`src/rtl/ccr_pipe.sv`:
```
// ccr_pipe: condition-code flag pipeline from EX through M and W.
// Forwards the youngest in-flight C/Z to the ALU and commits at writeback.
module ccr_pipe #(
    parameter logic RESET_C = 1'b0,
    parameter logic RESET_Z = 1'b0
) (
    input  logic        clk,
    input  logic        reset,
    input  logic        ex_valid,
    input  logic        ex_ccr_enable,
    input  logic        ex_carry_wr,
    input  logic        ex_carry,
    input  logic        ex_zero,
    input  logic        stall,
    input  logic        flush,
    input  logic        mem_load_zero_wr,
    input  logic [15:0] mem_load_data,
    output logic        carry_in,
    output logic        zero_in,
    output logic        arch_carry,
    output logic        arch_zero,
    output logic        wb_commit
);

    typedef struct packed {
        logic v;
        logic cwr;
        logic zwr;
        logic c;
        logic z;
    } flag_t;

    flag_t r_m;
    flag_t r_w;
    flag_t w_cap;
    flag_t w_m_eff;
    logic  r_arch_c;
    logic  r_arch_z;
    logic  r_commit;
    logic  w_ld;
    logic  w_commit_en;

    // Build the M entry from the ALU flag outputs in EX.
    always_comb begin
        w_cap.v   = ex_valid;
        w_cap.zwr = ex_valid & ex_ccr_enable;
        w_cap.cwr = ex_valid & ex_ccr_enable & ex_carry_wr;
        w_cap.c   = ex_carry;
        w_cap.z   = ex_zero;
    end

    // M entry as seen by W and the forward path: LW overrides Z.
    always_comb begin
        w_m_eff = r_m;
        w_ld    = r_m.v & mem_load_zero_wr;
        if (w_ld) begin
            w_m_eff.zwr = 1'b1;
            w_m_eff.z   = (mem_load_data == 16'h0000);
        end
    end

    // Youngest valid writer wins, chosen independently per flag.
    always_comb begin
        carry_in = r_arch_c;
        zero_in  = r_arch_z;
        if (w_m_eff.v & w_m_eff.cwr) begin
            carry_in = w_m_eff.c;
        end else if (r_w.v & r_w.cwr) begin
            carry_in = r_w.c;
        end
        if (w_m_eff.v & w_m_eff.zwr) begin
            zero_in = w_m_eff.z;
        end else if (r_w.v & r_w.zwr) begin
            zero_in = r_w.z;
        end
    end

    // W retires whenever the pipe advances; flush still lets W commit.
    assign w_commit_en = r_w.v & (flush | ~stall);

    // Stage registers, architectural flags and the commit pulse.
    always_ff @(posedge clk) begin
        if (reset) begin
            r_m      <= '0;
            r_w      <= '0;
            r_arch_c <= RESET_C;
            r_arch_z <= RESET_Z;
            r_commit <= 1'b0;
        end else begin
            if (flush) begin
                r_m <= '0;
                r_w <= '0;
            end else if (!stall) begin
                r_m <= w_cap;
                r_w <= w_m_eff;
            end
            if (w_commit_en & r_w.cwr) begin
                r_arch_c <= r_w.c;
            end
            if (w_commit_en & r_w.zwr) begin
                r_arch_z <= r_w.z;
            end
            r_commit <= w_commit_en & (r_w.cwr | r_w.zwr);
        end
    end

    assign arch_carry = r_arch_c;
    assign arch_zero  = r_arch_z;
    assign wb_commit  = r_commit;

endmodule
```
`config.mk`:
```
export PLATFORM = sky130hd
export DESIGN_NAME = ccr_pipe
export DESIGN_NICKNAME = d
export VERILOG_FILES = /design/src/rtl/ccr_pipe.sv
export SDC_FILE = /design/constraint.sdc
export NUM_CORES = 1
export LEC_CHECK = 0
export ABC_CLOCK_PERIOD_IN_PS = 1300
export CORE_MARGIN = 2
export CORE_UTILIZATION = 34
export CTS_CLUSTER_DIAMETER = 40
export DETAILED_ROUTE_END_ITERATION = 12
export PLACE_DENSITY = 0.73
export SETUP_SLACK_MARGIN = 0.5
export SLEW_MARGIN = 20
export SYNTH_ARGS = -nofsm -noshare
export SYNTH_HDL_FRONTEND = slang
export SYNTH_SLANG_ARGS = --single-unit
```
`constraint.sdc`:
```
create_clock -name clk -period 1.3 [get_ports clk]
set_input_delay 0.26 -clock clk [delete_from_list [all_inputs] [get_ports clk]]
set_output_delay 0.26 -clock clk [all_outputs]
set_load 0.01 [all_outputs]
```
# --- After elaboration in Yosys (flattened, before gate mapping) ---
# Cells that the tools add are included.
word_totals:
  mem_bits_rw: 0
  reg_bits: 13
  memories: 0
  out_inout_bits: 5
  latchBits: 0
  romBits: 0
classes:
  shift: 0
  reduce_logical: 2
  bitwise_logic: 14
  eq_ne: 0
  multipliers: 0
  div: 0
  add_sub_neg: 0
  muxes: 6
  order_cmp: 0
ops:
  columns: ["op", "count"]
  rows:
  - ["16-bit zero test", 1]
  - ["1-bit bitwise AND", 11]
  - ["1-bit 2-to-1 mux", 6]
  - ["1-bit OR", 2]
  - ["2-bit OR reduction", 1]
  - ["1-bit NOT", 1]

# --- Longest topological paths before layout ---
depth:
  depth_word: 4
  ltp_mapped: 4

# --- Least setup slack after synthesis ---
# Ideal clock, no wire load.
synth_timing:
  path_type: "input-to-output"
  from: "in mem_load_data[0]"
  to: "out zero_in"
  slack_ns: -0.076
  arrival_time_ns: 1.116
  stages: 4
  required_time_ns: 1.040
  path_cell_list: "or4_1 > nor2_1 > nand4_1 > o221ai_1"
synth_via:
  elab_chain_cells: 3
synth_rtl:
  columns: ["element", "line_no", "source"]
  rows:
  - ["from (decl)", "17", "input logic [15:0] mem_load_data,"]
  - ["16-bit zero test", "58", "w_m_eff.z = (mem_load_data == 16'h0000);"]
  - ["1-bit 2-to-1 mux", "56", "if (w_ld) begin"]
  - ["1-bit 2-to-1 mux", "71", "if (w_m_eff.v & w_m_eff.zwr) begin"]
  - ["to (decl)", "19", "output logic zero_in,"]
# Every way passes these cells.

# --- Final worst setup path ---
layout_timing:
  from: "in mem_load_data[3]"
  to: "out zero_in"
# Same word-level chain as after synthesis.

==> results.json <==
{
  "outcome": "finished, violations left",
  "violations": "setup timing",
  "ys_top_cells_by_count": "nor2_1, dfxtp_1, a21oi_1, mux2i_1, nand2_1",
  "synth_cell_types": 23,
  "grt_max_degree": 8,
  "clk_pin_slew_worst_paths_ps": 80,
  "wl_um": 2035,
  "core-area_mm2": 0.001689,
  "grt-ovfl-total": 0,
  "drt-met1-wl_um": 872,
  "synth_edf_count": 0,
  "ant_nets": 0,
  "cts_tree": "yes",
  "dieArea_mm2": 0.002122,
  "regArea_um2": 270.3,
  "port_buffers": 30,
  "syn_nets": 94,
  "final-max-slew-violation-count": 0,
  "drive_gt1_share_pct": 51.97,
  "routed-wl-met3_um": 88,
  "ys_top_cells_by_area": "dfxtp_1, mux2i_1, nor2_1",
  "synth_flop_cell": "dfxtp_1",
  "synthMostInstantiatedCell": "nor2_1",
  "slew-limit-headroom_pct": 62.86,
  "syn_area_um2": 601.8,
  "max-clock-path-buffers": 2,
  "tightest_slew_ps": 556.0,
  "r2r_setup_slack_ps": -120,
  "area_growth_pct": 103.7,
  "worstPathMaxFanout": 2,
  "hold_viol": 0,
  "die_w_um": 46.07,
  "ys_seq_area_share_pct": 43.24,
  "grt_pass1_wl_um": 3098,
  "min-delay-path-class": "primary input to register",
  "first_pass_iters": 4,
  "via_per_inst": 5.090,
  "dieHeight_um": 46.07,
  "drcViolationCount": 0,
  "detailedPlace.worstSlack_ps": -995.4,
  "min_period_ps": 1585,
  "avgSynthCellArea_um2": 8.850,
  "rows": 15,
  "rsz0062_at_grt": "true",
  "required_ps": 1040,
  "clock_sinks": 13,
  "fin_ws_ps": -284.6,
  "maxCapViolations": 0,
  "finalSetupViolations": 3,
  "n_antenna_cell": 0,
  "antenna_found_initial": 0,
  "syn_inst": 68,
  "fin_crit_sh_pct": 121.9,
  "fmax_mhz": 631.1,
  "worstSkewPairLatency_ps": 270,
  "crit_arrival_ps": 1320,
  "yosys.area.top_type": "dfxtp_1",
  "power_leakage_nw": 0.5442,
  "hold_buffers": 0,
  "ys_warn_count": 0,
  "final_util_pct": 72.59,
  "synth_top_area_share_pct": 43.24,
  "initial_core_util_pct": 35.63,
  "hpwl_um": 1298,
  "grt_usage_pct": 21.21,
  "fin_nets": 154,
  "start_kind": "primary input",
  "nFillCells": 120,
  "vias": 733,
  "dpl_cell_area_mm2": 0.001076,
  "dp_cells": 132,
  "end_kind": "primary output",
  "finalWeightedCongestion": 0.7024,
  "ir_worst_vdd_v": 0.0005326,
  "cts_made_buffers": 3,
  "htreeDepth": 1,
  "clockRootBuffer": "clkbuf_4",
  "finalClockSkew_ps": 1.634,
  "wl_met2_um": 1073,
  "dr.max_layer_used": "met3",
  "drtIter0Drc": 11,
  "power.density_mw_per_mm2": 650.2,
  "synth.ff_latch_count": 13,
  "worstSetupPathType": "primary input to primary output",
  "fin_total_pwr_uw": 797.3,
  "multiInputGateArea_um2": 414.1,
  "layoutNonFillerInstCount": 144,
  "wl_per_cell_um": 14.13,
  "io_pins": 31,
  "final_area_mm2": 0.001226,
  "async_flop_share_pct": 0,
  "grt_pass1_vias": 724
}
-- kinds of logic (layout without fill, tap and decap cells) --
group / after synthesis / in the layout / share of synthesized area [%]
buffers and inverters: 3 / 61 / 2.077
AND/OR/NAND/NOR: 30 / 31 / 26.61
multiplexers: 8 / 8 / 13.31
flip-flops: 13 / 13 / 43.24
AO/OA/AOI/OAI: 14 / 14 / 14.76
-- critical path, cell delays in order --
cell,delay [ps]
buf_2,90
or4_1,490
nor2_1,100
nand4_1,140
o221ai_2,90
buf_2,150
-- power by group --
part	leakage [nW]	internal (mW)	switching, mW
registers	0.108	0.402	0.00415
clock network	0.0150	0.119	0.128
logic	0.421	0.0854	0.0587
total	0.544	0.606	0.191
-- cell usage in the layout (no fill, tap or decap) --
| cell type | synthesis | final |
|---|---|---|
| o21ai_0 | 2 | 1 |
| nand2_4 | 0 | 1 |
| o21a_1 | 1 | 1 |
| dlymetal6s2s_1 | 0 | 1 |
| or2_4 | 0 | 2 |
| mux2i_1 | 8 | 6 |
| buf_4 | 0 | 14 |
| buf_2 | 1 | 6 |
| nor2_1 | 14 | 13 |
| nor4_4 | 1 | 1 |
| a211oi_2 | 0 | 1 |
| dfxtp_1 | 13 | 7 |
| o21ai_2 | 0 | 1 |
| nor3b_2 | 0 | 1 |
| nand2_2 | 0 | 2 |
| a21oi_1 | 8 | 4 |
| dlygate4sd2_1 | 0 | 12 |
| clkbuf_4 | 0 | 3 |
| a21oi_2 | 0 | 4 |
| dfxtp_2 | 0 | 5 |
| nand3_1 | 1 | 1 |
| mux2i_2 | 0 | 2 |
| nor2b_1 | 1 | 1 |
| or3_4 | 0 | 1 |
| o221ai_2 | 0 | 1 |
| or4_1 | 1 | 1 |
| nor2_4 | 0 | 1 |
| clkdlybuf4s50_1 | 0 | 7 |
| buf_6 | 0 | 14 |
| nor4_2 | 1 | 2 |
| dfxtp_4 | 0 | 1 |
| nand4_1 | 1 | 1 |
| inv_1 | 1 | 1 |
| clkbuf_1 | 1 | 1 |
| nand2_1 | 6 | 3 |
| a221oi_2 | 1 | 1 |
| clkbuf_2 | 0 | 2 |
-- registers in the layout (all words and copies together), names as in the netlist --
register	count
r_m	5
arch_carry	1
arch_zero	1
wb_commit	1
r_w	5
-- layout make-up --
cell class                 count  share of cell area [%]
multi-input combinational     53                   33.78
timing repair buffer          56                   40.00
sequential                    13                   22.04
clock buffer                   4                   2.143
inverter                       1                  0.3061
tap                           17                   1.735
-- per-stage QoR --
step	hold WS [ps]	TNS (ps)
after detailed placement	484.8	-2444
after floorplan	329.1	-66.97
after CTS	392.0	-733.8
after global routing	416.5	-1022
final	390.8	-804.6
after global placement	479.3	-2301
-- metal layers --
metal,GRT usage [%],vias to the layer above
met1,26.75,348
li1,-,364
met4,7.429,0
met2,35.28,21
met5,0,-
met3,4.706,0
-- path summary, 6_finish.rpt --
kind	start	to	cells after the start
setup / recovery	mem_load_data[3]	zero_in	6
hold / removal	ex_valid	r_m[4]$_SDFFE_PP0N_	3
setup reg to reg	r_m[4]$_SDFFE_PP0N_	r_w[0]$_SDFFE_PP0N_	8
hold reg to reg	r_w[2]$_SDFFE_PP0N_	r_w[2]$_SDFFE_PP0N_	2
-- timing repair --
| action | 4_1_cts | 5_1_grt |
|---|---|---|
| gates resized for setup | 70 | 13 |
| pin swaps | 19 | 10 |
| gates cloned | 2 | 0 |
| setup endpoints to repair | 18 | 15 |
| buffers inserted | 5 | 1 |
Power figures use the tool's default switching activity.
